File: src/rtl/trap_ctrl_pkg.sv
// rtl/trap_ctrl_pkg.sv - shared exception indices, cause codes and trap FSM states
package trap_ctrl_pkg;

    localparam int EXC_NUM = 9;

    // Bit positions of exc_req, listed from highest to lowest priority
    typedef enum logic [3:0] {
        EXC_INSTR_ACCESS   = 4'd0,
        EXC_ILLEGAL        = 4'd1,
        EXC_INSTR_MISALIGN = 4'd2,
        EXC_ECALL_M        = 4'd3,
        EXC_EBREAK         = 4'd4,
        EXC_LOAD_MISALIGN  = 4'd5,
        EXC_STORE_MISALIGN = 4'd6,
        EXC_LOAD_ACCESS    = 4'd7,
        EXC_STORE_ACCESS   = 4'd8
    } exc_idx_e;

    // RISC-V mcause exception codes (no interrupt flag)
    localparam logic [3:0] CAUSE_INSTR_MISALIGN = 4'd0;
    localparam logic [3:0] CAUSE_INSTR_ACCESS   = 4'd1;
    localparam logic [3:0] CAUSE_ILLEGAL        = 4'd2;
    localparam logic [3:0] CAUSE_BREAKPOINT     = 4'd3;
    localparam logic [3:0] CAUSE_LOAD_MISALIGN  = 4'd4;
    localparam logic [3:0] CAUSE_LOAD_ACCESS    = 4'd5;
    localparam logic [3:0] CAUSE_STORE_MISALIGN = 4'd6;
    localparam logic [3:0] CAUSE_STORE_ACCESS   = 4'd7;
    localparam logic [3:0] CAUSE_ECALL_M        = 4'd11;

    typedef enum logic [1:0] {
        IDLE     = 2'd0,
        ISSUE    = 2'd1,
        WAIT     = 2'd2,
        REDIRECT = 2'd3
    } trap_state_e;

    // Which retiring-instruction field becomes mtval
    typedef enum logic [1:0] {
        TVAL_ZERO  = 2'd0,
        TVAL_PC    = 2'd1,
        TVAL_INSTR = 2'd2,
        TVAL_ADDR  = 2'd3
    } tval_sel_e;

endpackage

File: src/rtl/trap_ctrl_if.sv
// rtl/trap_ctrl_if.sv - trap handshake between trap_ctrl and csrfile
interface trap_ctrl_if #(
    parameter int DATA_WIDTH = 32
);
    logic                  trap;
    logic [3:0]            trap_cause;
    logic [DATA_WIDTH-1:0] trap_value;
    logic [DATA_WIDTH-1:0] trap_pc;
    logic                  trap_handled;
    logic [DATA_WIDTH-1:0] trap_target_pc;

    // master: trap_ctrl side
    modport master (
        output trap, trap_cause, trap_value, trap_pc,
        input  trap_handled, trap_target_pc
    );

    // slave: csrfile side
    modport slave (
        input  trap, trap_cause, trap_value, trap_pc,
        output trap_handled, trap_target_pc
    );
endinterface

File: src/rtl/trap_ctrl_exc_prio_enc.sv
// rtl/trap_ctrl_exc_prio_enc.sv - priority encoder picking one exception from exc_req
module trap_ctrl_exc_prio_enc
    import trap_ctrl_pkg::*;
(
    input  logic [EXC_NUM-1:0] exc_req,
    output logic               hit,
    output logic [3:0]         cause,
    output tval_sel_e          tval_sel
);

    // First set bit in priority order wins; lower ones are discarded
    always_comb begin
        hit      = |exc_req;
        cause    = CAUSE_INSTR_MISALIGN;
        tval_sel = TVAL_ZERO;
        if (exc_req[EXC_INSTR_ACCESS]) begin
            cause    = CAUSE_INSTR_ACCESS;
            tval_sel = TVAL_PC;
        end else if (exc_req[EXC_ILLEGAL]) begin
            cause    = CAUSE_ILLEGAL;
            tval_sel = TVAL_INSTR;
        end else if (exc_req[EXC_INSTR_MISALIGN]) begin
            cause    = CAUSE_INSTR_MISALIGN;
            tval_sel = TVAL_ADDR;
        end else if (exc_req[EXC_ECALL_M]) begin
            cause    = CAUSE_ECALL_M;
            tval_sel = TVAL_ZERO;
        end else if (exc_req[EXC_EBREAK]) begin
            cause    = CAUSE_BREAKPOINT;
            tval_sel = TVAL_PC;
        end else if (exc_req[EXC_LOAD_MISALIGN]) begin
            cause    = CAUSE_LOAD_MISALIGN;
            tval_sel = TVAL_ADDR;
        end else if (exc_req[EXC_STORE_MISALIGN]) begin
            cause    = CAUSE_STORE_MISALIGN;
            tval_sel = TVAL_ADDR;
        end else if (exc_req[EXC_LOAD_ACCESS]) begin
            cause    = CAUSE_LOAD_ACCESS;
            tval_sel = TVAL_ADDR;
        end else if (exc_req[EXC_STORE_ACCESS]) begin
            cause    = CAUSE_STORE_ACCESS;
            tval_sel = TVAL_ADDR;
        end
    end

endmodule

File: src/rtl/trap_ctrl.sv
// rtl/trap_ctrl.sv - exception arbitration, trap issue to csrfile and fetch redirect
module trap_ctrl
    import trap_ctrl_pkg::*;
#(
    parameter int DATA_WIDTH  = 32,
    parameter int ACK_TIMEOUT = 8
) (
    input  logic                  clk,
    input  logic                  rst_n,
    input  logic                  exc_valid,
    input  logic [EXC_NUM-1:0]    exc_req,
    input  logic [DATA_WIDTH-1:0] exc_pc,
    input  logic [DATA_WIDTH-1:0] exc_instr,
    input  logic [DATA_WIDTH-1:0] exc_addr,
    trap_ctrl_if.master           csr,
    output logic                  redirect_valid,
    output logic [DATA_WIDTH-1:0] redirect_pc,
    output logic                  flush,
    output logic                  stall,
    output logic                  csr_block,
    output logic                  trap_err
);

    localparam int CNT_W = $clog2(ACK_TIMEOUT + 1);

    trap_state_e           state;
    logic [CNT_W-1:0]      ack_cnt;
    logic                  hit;
    logic [3:0]            win_cause;
    tval_sel_e             tval_sel;
    logic [DATA_WIDTH-1:0] win_tval;

    trap_ctrl_exc_prio_enc u_prio (
        .exc_req  (exc_req),
        .hit      (hit),
        .cause    (win_cause),
        .tval_sel (tval_sel)
    );

    // Select the tval source chosen by the encoder
    always_comb begin
        win_tval = '0;
        case (tval_sel)
            TVAL_PC:    win_tval = exc_pc;
            TVAL_INSTR: win_tval = exc_instr;
            TVAL_ADDR:  win_tval = exc_addr;
            default:    win_tval = '0;
        endcase
    end

    // Trap FSM; every output is registered so trap and redirect are clean single-cycle pulses
    always_ff @(posedge clk or negedge rst_n) begin
        if (!rst_n) begin
            state          <= IDLE;
            ack_cnt        <= '0;
            csr.trap       <= 1'b0;
            csr.trap_cause <= '0;
            csr.trap_value <= '0;
            csr.trap_pc    <= '0;
            redirect_valid <= 1'b0;
            redirect_pc    <= '0;
            flush          <= 1'b0;
            stall          <= 1'b0;
            csr_block      <= 1'b0;
            trap_err       <= 1'b0;
        end else begin
            csr.trap       <= 1'b0;
            redirect_valid <= 1'b0;
            flush          <= 1'b0;
            case (state)
                IDLE: begin
                    if (exc_valid && hit) begin
                        state          <= ISSUE;
                        csr.trap       <= 1'b1;
                        csr.trap_cause <= win_cause;
                        csr.trap_value <= win_tval;
                        csr.trap_pc    <= exc_pc;
                        stall          <= 1'b1;
                        csr_block      <= 1'b1;
                    end
                end
                ISSUE: begin
                    state <= WAIT;
                end
                WAIT: begin
                    if (csr.trap_handled) begin
                        state          <= REDIRECT;
                        redirect_pc    <= {csr.trap_target_pc[DATA_WIDTH-1:2], 2'b00};
                        redirect_valid <= 1'b1;
                        flush          <= 1'b1;
                    end else if (ack_cnt == CNT_W'(ACK_TIMEOUT - 1)) begin
                        // csrfile never answered: redirect to 0 and flag it until reset
                        state          <= REDIRECT;
                        trap_err       <= 1'b1;
                        redirect_pc    <= '0;
                        redirect_valid <= 1'b1;
                        flush          <= 1'b1;
                    end else begin
                        ack_cnt <= ack_cnt + 1'b1;
                    end
                end
                REDIRECT: begin
                    state     <= IDLE;
                    ack_cnt   <= '0;
                    stall     <= 1'b0;
                    csr_block <= 1'b0;
                end
                default: state <= IDLE;
            endcase
        end
    end

endmodule

File: src/flat_wrapper.sv
// flat-port wrapper written by rule: the top's interface ports become plain ports
module trap_ctrl_flat import trap_ctrl_pkg::*;
#(
    parameter int DATA_WIDTH  = 32,
    parameter int ACK_TIMEOUT = 8
)
  (clk, rst_n, exc_valid, exc_req, exc_pc, exc_instr, exc_addr, redirect_valid, redirect_pc, flush, stall, csr_block, trap_err, csr_trap, csr_trap_cause, csr_trap_value, csr_trap_pc, csr_trap_handled, csr_trap_target_pc);
  trap_ctrl_if #(.DATA_WIDTH(DATA_WIDTH)) csr_i ();
  input  logic clk;
  input  logic rst_n;
  input  logic exc_valid;
  input  logic [EXC_NUM-1:0] exc_req;
  input  logic [DATA_WIDTH-1:0] exc_pc;
  input  logic [DATA_WIDTH-1:0] exc_instr;
  input  logic [DATA_WIDTH-1:0] exc_addr;
  output logic redirect_valid;
  output logic [DATA_WIDTH-1:0] redirect_pc;
  output logic flush;
  output logic stall;
  output logic csr_block;
  output logic trap_err;
  output wire logic [$bits(csr_i.trap)-1:0] csr_trap;
  output wire logic [$bits(csr_i.trap_cause)-1:0] csr_trap_cause;
  output wire logic [$bits(csr_i.trap_value)-1:0] csr_trap_value;
  output wire logic [$bits(csr_i.trap_pc)-1:0] csr_trap_pc;
  input wire logic [$bits(csr_i.trap_handled)-1:0] csr_trap_handled;
  input wire logic [$bits(csr_i.trap_target_pc)-1:0] csr_trap_target_pc;
  assign csr_trap = csr_i.trap;
  assign csr_trap_cause = csr_i.trap_cause;
  assign csr_trap_value = csr_i.trap_value;
  assign csr_trap_pc = csr_i.trap_pc;
  assign csr_i.trap_handled = csr_trap_handled;
  assign csr_i.trap_target_pc = csr_trap_target_pc;
  trap_ctrl #(.DATA_WIDTH(DATA_WIDTH), .ACK_TIMEOUT(ACK_TIMEOUT)) u_core (.clk(clk), .rst_n(rst_n), .exc_valid(exc_valid), .exc_req(exc_req), .exc_pc(exc_pc), .exc_instr(exc_instr), .exc_addr(exc_addr), .csr(csr_i), .redirect_valid(redirect_valid), .redirect_pc(redirect_pc), .flush(flush), .stall(stall), .csr_block(csr_block), .trap_err(trap_err));
endmodule
File: config.mk
export PLATFORM = sky130hd
export DESIGN_NAME = trap_ctrl_flat
export DESIGN_NICKNAME = d
export VERILOG_FILES = /design/src/rtl/trap_ctrl_pkg.sv /design/src/rtl/trap_ctrl_if.sv /design/src/rtl/trap_ctrl_exc_prio_enc.sv /design/src/rtl/trap_ctrl.sv /design/src/flat_wrapper.sv
export SDC_FILE = /design/constraint.sdc
export NUM_CORES = 1
export LEC_CHECK = 0
export ABC_AREA = 1
export CORE_MARGIN = 5
export CORE_UTILIZATION = 43
export CTS_BUF_LIST = sky130_fd_sc_hd__clkbuf_4 sky130_fd_sc_hd__clkbuf_8
export CTS_CLUSTER_DIAMETER = 150
export DETAILED_ROUTE_END_ITERATION = 10
export PLACE_DENSITY = 0.93
export SLEW_MARGIN = 0
export SYNTH_ARGS = -nofsm -noshare
export SYNTH_HDL_FRONTEND = slang
export SYNTH_SLANG_ARGS = --single-unit
File: constraint.sdc
create_clock -name clk -period 2.1 [get_ports clk]
set_clock_uncertainty 0.1 [all_clocks]
set_input_delay 0.315 -clock clk [delete_from_list [all_inputs] [get_ports clk]]
set_output_delay 0.315 -clock clk [all_outputs]
set_load 0.1 [all_outputs]
==> metrics.md, run 1 <==
| Metric | Value |
|---|---|
| Status | `finished clean` |
| Fin Setup TNS | `0 ns` |
| Max frequency | `0.5501 GHz` |
| Yosys warns | `0` |
| Total congestion overflow | `0` |
| Area of the core | `roughly 0.012 mm^2` |
| Htree depth | `3` |
| Reg2reg path depth | `6` |
| Hold Path Origin | `u_core.redirect_pc[20]$_DFFE_PN0P_` |
| Worst R2R Setup Slack | `about 0.30 ns` |
| Synth Cell Area | `~0.0053 mm^2` |
| Largest net degree at the start of global routing | `about 110` |
| Hold WC Path Type | `reg -> reg` |
| Slowest cell on crit path | `clkdlybuf4s50_1` |
| Initial Util | `44.13%` |
| Post-Synth Simple-Gate Area | `a little under two fifths` |
| Post-Synth Adder-Cell Area | `roughly 1.2%` |
| Initial drt markers | `approximately 540` |
| Setup CP Type | `in -> reg` |
| Die height | `roughly 120 um` |
| Worst r2r dst | `u_core.ack_cnt[0]$_DFFE_PN0P_` |
| Crit path max fanout | `32` |
| I/O Pins | `around 250` |
| RSZ-0062 raised after global routing | `no` |
| Worst relative slew slack | `between 50 and 60%` |
| Final wirelength | `between 15 and 20 mm` |
| CTS tree | `done` |
| ANT nets after route | `0` |
| Vias in the first global route | `roughly 5400` |
| Skew-Pair Late Insertion Delay | `roughly 0.37 ns` |
| Avg WL per Cell | `between 15 and 20 um` |
| Sequential area share after synthesis | `approximately 50%` |
| Post-detail-place hpwl | `12.86 mm` |
| Hold-critical path depth | `2` |
| Synth Area in XOR/XNOR | `0.1646%` |
| Clock Path Buffers | `2` |
| Main combinational cell family by area after synthesis | `simple AND/OR/NAND/NOR gates` |
| Placer Congestion | `slightly below 0.9` |
| Netlist cell types | `25` |
| Layout cells sized above 1 | `between 10% and 20%` |
| Period utilization | `between 80 and 90%` |
| #FFs+latches synth | `around 110` |
| Reg2reg start | `u_core.ack_cnt[0]$_DFFE_PN0P_` |
| Finished Cell Area | `roughly 0.0079 mm^2` |
| Routed via count | `roughly 5600` |
| Worst EP required | `approximately 2.3 ns` |
| Multiplexer share of the synthesized area | `0%` |
| Fin crit period | `between 1.5 and 2 ns` |
| Synth Area in Compound Gates | `between 2 and 2.5%` |
| CTS sink cnt | `roughly 110` |
| CP cell instances | `clkdlybuf4s50_1 > inv_2 > a21oi_1 > nand2_2 > inv_2 > nand4_1 > nand3_1 > nand2_1 > nand2_1` |
| Max Cap Violations | `0` |
| Final hold vios | `0` |
| P&R area growth vs syn | `47.86%` |
| First-pass DRT Iterations | `5` |
| Critical Path End Type | `flip-flop` |
| Total die area | `~0.015 mm^2` |
| CP peak stage delay | `approximately 0.5 ns` |
| Setup WS post-layout | `between 0.2 and 0.3 ns` |
| Startpoint types | `primary input` |
| CP Data Arrival Time | `between 2 and 2.5 ns` |
| # setup viols final | `0` |
| # DRC | `0` |
| Synth Area per Inst | `8.114 um^2` |
| CTS clk-pin slew, worst paths | `~0.10 ns` |
| Vias/cell | `5.285` |
| Max Slew Vio Count | `0` |
| Pre-CTS setup slack | `-0.1359 ns` |
| CTS root buf | `clkbuf_8` |
| PortBufs | `between 200 and 250` |
| All-Layer GR Usage | `a little under a quarter` |
| Global-route wire length before repair | `approximately 28 mm` |
| Post-DP Area | `0.007617 mm^2` |
| Num CTS Buffers | `9` |
| Hold path endpoint | `u_core.redirect_pc[20]$_DFFE_PN0P_` |
| Hold Slack | `~0.39 ns` |
| # nets final | `about 1000` |
| Worst-Margin Slew | `approximately 0.63 ns` |
| Syn Inst Count | `around 660` |
| Rows | `40` |
| Initial antenna violation count | `2` |
| Die Wd | `around 120 um` |
-- final cells by class --
type	count	area (um^2)
inverters	15	56.30
fillers	976	4192
well taps	168	210.2
diodes	1	2.502
multi-input cells	480	2236
clock buffers	13	172.7
clock inverters	3	67.56
flip-flops and latches	108	2703
repair buffers	265	2422
-- stage by stage --
step / instances / utilization (%)
6_report: 1053 / 65.25
5_1_grt: 1053 / 65.25
4_1_cts: 1052 / 65.23
3_5_place_dp: 1035 / 63.15
3_3_place_gp: 1035 / 63.15
2_1_floorplan: 657 / -
-- worst max-delay path: cells and delay by family --
kind / cells / cell delay [ns]
simple gates: 5 / 0.54
buf+inv: 3 / 1.02
compound gates: 1 / 0.15
-- logic make-up (layout without fill, tap and decap cells) --
family	Yosys count	after routing
AO/OA/AOI/OAI	21	21
XOR/XNOR	1	1
adder cells (fa/ha/maj)	5	5
buffers and inverters	69	296
flip-flops	108	108
other	1	3
AND/OR/NAND/NOR	451	451
-- sequential cells by signal, indices dropped and copies added, names as in the netlist --
name and count:
u_core.state 2, u_core.csr.trap_cause 4, u_core.csr.trap 1, u_core.csr.trap_value 32
u_core.redirect_valid 1, u_core.csr_block 1, u_core.trap_err 1, u_core.redirect_pc 30
u_core.ack_cnt 4, u_core.csr.trap_pc 32
-- synthesized netlist by cell type (all sizes together) --
cell | number | area share (%)
a21oi | 6 | 0.56
a31oi | 1 | 0.12
buf | 40 | 5.3
clkbuf | 14 | 0.99
conb | 1 | 0.070
dfrtp | 108 | 51
ha | 5 | 1.2
inv | 15 | 1.1
nand2 | 275 | 20
nand3 | 102 | 9.8
nand3b | 1 | 0.14
nand4 | 65 | 7.8
nor2 | 8 | 1.0
o21a | 2 | 0.28
o21ai | 11 | 1.0
o21bai | 1 | 0.14
xor2 | 1 | 0.16
-- worst max-delay path by stage --
stage,slack (ns),start,endpoint,depth (start not counted)
2_1_floorplan,0.34,u_core.csr_block$_DFFE_PN0P_,stall,1
3_3_place_gp,-0.05,exc_req[2],u_core.csr.trap_value[2]$_DFFE_PN0P_,9
3_5_place_dp,-0.14,exc_req[2],u_core.csr.trap_value[2]$_DFFE_PN0P_,9
4_1_cts,0.26,exc_req[2],u_core.csr.trap_value[2]$_DFFE_PN0P_,9
5_1_grt,0.13,exc_req[2],u_core.csr.trap_value[2]$_DFFE_PN0P_,9
6_report,0.28,exc_req[2],u_core.csr.trap_value[2]$_DFFE_PN0P_,9
-- timing repair --
action                    4_1_cts  5_1_grt
hold endpoints to repair      108        0
resized for setup               0        0
hold buffers                    1        0
setup buffers                   0        0
-- cells in the final DEF, fill, tap and decap left out --
| cell type | count |
|---|---|
| nor2_4 | 3 |
| diode_2 | 1 |
| xor2_1 | 1 |
| a31oi_1 | 1 |
| inv_2 | 5 |
| inv_1 | 10 |
| clkinvlp_4 | 1 |
| dfrtp_1 | 108 |
| o21ai_0 | 11 |
| nand2_2 | 5 |
| nand2_1 | 270 |
| bufinv_16 | 2 |
| o21bai_1 | 1 |
| nand4_1 | 64 |
| dlygate4sd3_1 | 1 |
| nand3_1 | 101 |
| o21a_1 | 2 |
| nand3b_1 | 1 |
| clkdlybuf4s50_1 | 137 |
| buf_12 | 7 |
| nor2_1 | 4 |
| nor2_2 | 1 |
| buf_4 | 120 |
| a21oi_1 | 6 |
| ha_1 | 5 |
| clkbuf_8 | 12 |
| clkbuf_4 | 1 |
| nand3_4 | 1 |
| nand4_2 | 1 |
| conb_1 | 2 |
-- metal layers --
metal / wire length [um] / up-vias / GRT usage [%]
met2: 8428 / 302 / 39.39
met4: 540 / 2 / 9.664
met1: 6734 / 2594 / 28.89
li1: - / 2625 / -
met5: 13 / - / 0
met3: 2092 / 42 / 7.366
Power of run 1 is left out: the tool's default activity adds up to more than one toggle a clock period on the data nets, which glitch-free logic cannot reach.
==> run 2: changes to the inputs <==
Settings changed: CAP_MARGIN set to 20, SKIP_CTS_REPAIR_TIMING set to 1.
==> run 2 against run 1 <==
Global-route usage hardly changed. Wire length hardly changed. Sequential share of layout area stayed put. Flip-flop and latch count stayed put. Via count is 0.25% lower. Die area stayed put. Final area stayed put. Setup slack better by 0.0034 ns. Hold slack hardly changed. Cell count stayed put. Utilization stayed put. Largest cell class unchanged.
==> metrics.md, run 2 (synthesized netlist as in run 1, its figures left out) <==
| Metric | Value |
|---|---|
| Status | `finished clean (unchanged)` |
| # DRC | `0 (unchanged)` |
| ANT nets after route | `0 (unchanged)` |
| Fillers | `976 (unchanged)` |
| Initial drt markers | `544 (unchanged)` |
| Global-route wire length before repair | `27.74 mm (was 27.76 mm)` |
| Pre-CTS setup slack | `-0.1359 ns (unchanged)` |
| Final hold vios | `0 (unchanged)` |
| Reg2reg start | `u_core.ack_cnt[0]$_DFFE_PN0P_ (unchanged)` |
| CTS sink cnt | `108 (unchanged)` |
| Setup WS post-layout | `0.2856 ns (was 0.2823 ns)` |
| Placer Congestion | `0.8871 (unchanged)` |
| CTS root buf | `clkbuf_8 (unchanged)` |
| CP cell instances | `clkdlybuf4s50_1 > inv_2 > a21oi_1 > nand2_2 > inv_2 > nand4_1 > nand3_1 > nand2_1 > nand2_1 (unchanged)` |
| Die height | `121.3 um (unchanged)` |
| Htree depth | `3 (unchanged)` |
| Startpoint types | `primary input (unchanged)` |
| Total congestion overflow | `0 (unchanged)` |
| Max Slew Vio Count | `0 (unchanged)` |
| Setup CP Type | `in -> reg (unchanged)` |
| # setup viols final | `0 (unchanged)` |
| Routed via count | `5551 (was 5565)` |
| Total die area | `0.01470 mm^2 (unchanged)` |
| Total placed cells including tap cells | `1035 (unchanged)` |
| Die Wd | `121.3 um (unchanged)` |
| Cell family with most CP delay | `buffers and inverters (unchanged)` |
| Buf/Inv on CP | `3 (unchanged)` |
| Final core occ | `65.25% (unchanged)` |
| First-pass DRT Iterations | `5 (unchanged)` |
| Area of the core | `0.01206 mm^2 (unchanged)` |
| CP Data Arrival Time | `2.02 ns (was 2.03 ns)` |
| RSZ-0062 raised after global routing | `no (unchanged)` |
| Max frequency | `0.5511 GHz (was 0.5501 GHz)` |
| Post-detail-place hpwl | `12.86 mm (unchanged)` |
| Vias/cell | `5.272 (was 5.285)` |
| Hold-critical path depth | `2 (unchanged)` |
| Vias in the first global route | `5407 (was 5411)` |
| Clock Path Buffers | `2 (unchanged)` |
| Most frequent cells in the layout | `nand2_1 (270), clkdlybuf4s50_1 (137), buf_4 (120), dfrtp_1 (108), nand3_1 (101) (unchanged)` |
| Worst EP required | `2.31 ns (about the same)` |
| Hold path endpoint | `u_core.redirect_pc[20]$_DFFE_PN0P_ (unchanged)` |
| Final wirelength | `17.82 mm (was 17.81 mm)` |
| # nets final | `1025 (unchanged)` |
| Avg WL per Cell | `16.92 um (was 16.91 um)` |
| CP peak stage delay | `0.50 ns (about the same)` |
| Period utilization | `86.40% (was 86.56%)` |
| Crit path max fanout | `32 (unchanged)` |
| PortBufs | `242 (unchanged)` |
| Fin crit period | `1.814 ns (was 1.818 ns)` |
| Largest net degree at the start of global routing | `109 (unchanged)` |
| Hold Path Origin | `u_core.redirect_pc[20]$_DFFE_PN0P_ (unchanged)` |
| P&R area growth vs syn | `47.86% (unchanged)` |
| Worst relative slew slack | `58.40% (was 58.23%)` |
| Cell Count, Final, Fillers Out | `1053 (unchanged)` |
| Rows | `40 (unchanged)` |
| Worst r2r dst | `u_core.ack_cnt[0]$_DFFE_PN0P_ (unchanged)` |
| Worst R2R Setup Slack | `0.30 ns (about the same)` |
| Layout cells sized above 1 | `17.99% (unchanged)` |
| Reg2reg path depth | `6 (unchanged)` |
| Hold Slack | `0.3857 ns (was 0.3856 ns)` |
| Num CTS Buffers | `9 (unchanged)` |
| CTS clk-pin slew, worst paths | `0.10 ns (about the same)` |
| Largest regs | `u_core.csr.trap_pc x32, u_core.csr.trap_value x32, u_core.redirect_pc x30 (unchanged)` |
| I/O Pins | `247 (unchanged)` |
| All-Layer GR Usage | `23.78% (was 23.79%)` |
| Initial antenna violation count | `2 (unchanged)` |
| Commonest non-fill, non-tap cell in the layout | `nand2_1 (unchanged)` |
| Critical Path End Type | `flip-flop (unchanged)` |
| Skew-Pair Late Insertion Delay | `0.37 ns (about the same)` |
| Worst-Margin Slew | `0.6230 ns (was 0.6257 ns)` |
| Max Cap Violations | `0 (unchanged)` |
| Hold WC Path Type | `reg -> reg (unchanged)` |
| CTS tree | `done (unchanged)` |
| Initial Util | `44.13% (unchanged)` |
| Slowest cell on crit path | `clkdlybuf4s50_1 (unchanged)` |
run 2: cell counts in the layout (fill, tap and decap cells not counted):
Identical to the previous run, type by type.
run 2: stage by stage:
stage	TNS, ns	area (um^2)
floorplan	0	5326
global placement	-0.1201	7617
detailed placement	-2.252	7617
CTS	0	7858
global route	0	7870
finish	0	7870
run 2: worst max-delay path by stage:
stage,endpoint,slack [ns],from,depth (start not counted)
floorplan,stall,0.34,u_core.csr_block$_DFFE_PN0P_,1
global placement,u_core.csr.trap_value[2]$_DFFE_PN0P_,-0.05,exc_req[2],9
detailed placement,u_core.csr.trap_value[2]$_DFFE_PN0P_,-0.14,exc_req[2],9
CTS,u_core.csr.trap_value[2]$_DFFE_PN0P_,0.26,exc_req[2],9
global route,u_core.csr.trap_value[2]$_DFFE_PN0P_,0.13,exc_req[2],9
finish,u_core.csr.trap_value[2]$_DFFE_PN0P_,0.29,exc_req[2],9
run 2: area by class of cell:
class	instances	area (um^2)	share of cell area (%)
repair buffers	265	2422	30.78
multi-input cells	480	2236	28.41
flip-flops and latches	108	2703	34.34
clock inverters	3	67.56	0.8585
diodes	1	2.502	0.03180
well taps	168	210.2	2.671
clock buffers	13	172.7	2.194
inverters	15	56.30	0.7154
run 2: tightest hold or removal path, delay by kind of cell, from the launching register on:
family / cells / cell delay, ns
DFF: 1 / 0.36
and+or+nand+nor: 2 / 0.10
run 2: routing by layer:
metal / share of wire (%) / vias to the layer above / track usage [%]
li1: - / 2626 / -
met1: 38 / 2592 / 28.92
met2: 47 / 293 / 39.39
met3: 12 / 38 / 7.273
met4: 3.0 / 2 / 9.664
met5: 0.073 / - / 0
Power of run 2 is left out for the same reason.
==> run 3: changes to the inputs <==
Settings changed: REMOVE_ABC_BUFFERS set to 1.
==> run 3 against run 2 <==
Die area did not move. Final area fell by 0.35%. Clock-buffer cell count did not move. Global-route usage rose by 0.29 points. Non-clock buffer count rose by 2. Critical endpoint is now u_core.redirect_pc[21]$_DFFE_PN0P_.
==> metrics.md, run 3 (synthesized netlist as in run 1, its figures left out) <==
| Metric | Value |
|---|---|
| Status | `finished clean (unchanged)` |
| Layout cells sized above 1 | `18.17% (was 17.99%)` |
| Pre-CTS setup slack | `0.05207 ns (was -0.1359 ns)` |
| Placer Congestion | `0.8453 (was 0.8871)` |
| Reg2reg path depth | `8 (was 6)` |
| Final hold vios | `0 (unchanged)` |
| Num CTS Buffers | `9 (unchanged)` |
| Clock Path Buffers | `2 (unchanged)` |
| Final wirelength | `17.94 mm (was 17.82 mm)` |
| Cell depth of the worst setup path | `8 (was 9)` |
| Slowest cell on crit path | `dfrtp_1 (was clkdlybuf4s50_1)` |
| # setup viols final | `0 (unchanged)` |
| CP cell instances | `inv_1 > ha_1 > inv_1 > a21oi_1 > inv_1 > buf_4 > nand2_1 > nand2_1 (was clkdlybuf4s50_1 > inv_2 > a21oi_1 > nand2_2 > inv_2 > nand4_1 > nand3_1 > nand2_1 > nand2_1)` |
| Global-route wire length before repair | `27.99 mm (was 27.74 mm)` |
| I/O Pins | `247 (unchanged)` |
| Wl on met1 | `6.828 mm (was 6.775 mm)` |
| First-pass DRT Iterations | `7 (was 5)` |
| Die Wd | `121.3 um (unchanged)` |
| Crit path max fanout | `30 (was 32)` |
| Largest regs | `u_core.csr.trap_pc x32, u_core.csr.trap_value x32, u_core.redirect_pc x30 (unchanged)` |
| # nets final | `1027 (was 1025)` |
| ANT nets after route | `0 (unchanged)` |
| Die height | `121.3 um (unchanged)` |
| Critical Path End Type | `flip-flop (unchanged)` |
| Htree depth | `3 (unchanged)` |
| Met2 WL post-DR | `8.547 mm (was 8.397 mm)` |
| Buf/Inv on CP | `4 (was 3)` |
| Max Slew Vio Count | `0 (unchanged)` |
| All-Layer GR Usage | `24.08% (was 23.78%)` |
| CP peak stage delay | `0.41 ns (was 0.50 ns)` |
| Period utilization | `87.08% (was 86.40%)` |
| Commonest non-fill, non-tap cell in the layout | `nand2_1 (unchanged)` |
| P&R area growth vs syn | `47.34% (was 47.86%)` |
| Largest net degree at the start of global routing | `47 (was 109)` |
| PortBufs | `242 (unchanged)` |
| Worst EP required | `2.25 ns (was 2.31 ns)` |
| Top layer in use | `met4 (was met5)` |
| Total congestion overflow | `0 (unchanged)` |
| CTS sink cnt | `108 (unchanged)` |
| Cell mode on critical path | `inv_1` |
| Initial drt markers | `510 (was 544)` |
| # diodes | `0 (was 1)` |
| Routed via count | `5567 (was 5551)` |
| Area of the core | `0.01206 mm^2 (unchanged)` |
| CTS clk-pin slew, worst paths | `0.10 ns (about the same)` |
| Skew-Pair Late Insertion Delay | `0.36 ns (was 0.37 ns)` |
| Initial Util | `44.13% (unchanged)` |
| Post-detail-place hpwl | `13.18 mm (was 12.86 mm)` |
| Vias in the first global route | `5525 (was 5407)` |
| Setup CP Type | `reg -> reg (was in -> reg)` |
| Most frequent cells in the layout | `nand2_1 (270), clkdlybuf4s50_1 (137), buf_4 (121), dfrtp_1 (108), nand3_1 (101) (was nand2_1 (270), clkdlybuf4s50_1 (137), buf_4 (120), dfrtp_1 (108), nand3_1 (101))` |
| Max Cap Violations | `0 (unchanged)` |
| Total die area | `0.01470 mm^2 (unchanged)` |
| Cell family with most CP delay | `buffers and inverters (unchanged)` |
| Initial antenna violation count | `0 (was 2)` |
| Rows | `40 (unchanged)` |
| Final core occ | `65.02% (was 65.25%)` |
| # DRC | `0 (unchanged)` |
| RSZ-0062 raised after global routing | `no (unchanged)` |
| Hold WC Path Type | `in -> async (was reg -> reg)` |
| CTS tree | `done (unchanged)` |
| Met3 wire length | `2.005 mm (was 2.094 mm)` |
| Setup WS post-layout | `0.2714 ns (was 0.2856 ns)` |
| CTS root buf | `clkbuf_8 (unchanged)` |
| Vias/cell | `5.282 (was 5.272)` |
| Fin crit period | `1.829 ns (was 1.814 ns)` |
| CP Data Arrival Time | `1.98 ns (was 2.02 ns)` |
| Max frequency | `0.5469 GHz (was 0.5511 GHz)` |
| Startpoint types | `flip-flop (was primary input)` |
| Avg WL per Cell | `17.02 um (was 16.92 um)` |
-- run 3: worst paths after layout --
kind	endpoint	slack, ns	startpoint
setup / recovery	u_core.redirect_pc[21]$_DFFE_PN0P_	0.27	u_core.state[0]$_DFFE_PN0P_
hold / removal	u_core.ack_cnt[0]$_DFFE_PN0P_	0.32	rst_n
setup reg to reg	u_core.redirect_pc[21]$_DFFE_PN0P_	0.27	u_core.state[0]$_DFFE_PN0P_
hold reg to reg	u_core.redirect_pc[30]$_DFFE_PN0P_	0.38	u_core.redirect_pc[30]$_DFFE_PN0P_
max in group asynchronous	u_core.csr.trap_value[25]$_DFFE_PN0P_	1.01	rst_n
min in group clk	u_core.redirect_pc[30]$_DFFE_PN0P_	0.38	u_core.redirect_pc[30]$_DFFE_PN0P_
-- run 3: per-stage QoR --
stage | hold slack [ns] | TNS, ns | std cells | area (um^2)
floorplan | -0.08059 | -24.34 | 603 | 4992
global placement | 0.1710 | 0 | 1037 | 7645
detailed placement | 0.1734 | 0 | 1037 | 7645
CTS | -0.2367 | 0 | 1053 | 7833
global route | 0.3273 | 0 | 1054 | 7843
finish | 0.3222 | 0 | 1054 | 7843
-- run 3: cell type report --
| type | instances | area [um^2] |
|---|---|---|
| multi-input cells | 480 | 2236 |
| inverters | 15 | 56.30 |
| clock buffers | 13 | 166.4 |
| repair buffers | 267 | 2450 |
| flip-flops and latches | 108 | 2703 |
| well taps | 168 | 210.2 |
| fillers | 988 | 4219 |
| clock inverters | 3 | 21.27 |
-- run 3: layer usage --
layer / vias to the layer above / global-route usage (%)
met4: 0 / 9.944
li1: 2624 / -
met2: 302 / 41.19
met1: 2603 / 27.93
met3: 38 / 7.599
met5: - / 0
Power of run 3 is left out for the same reason.
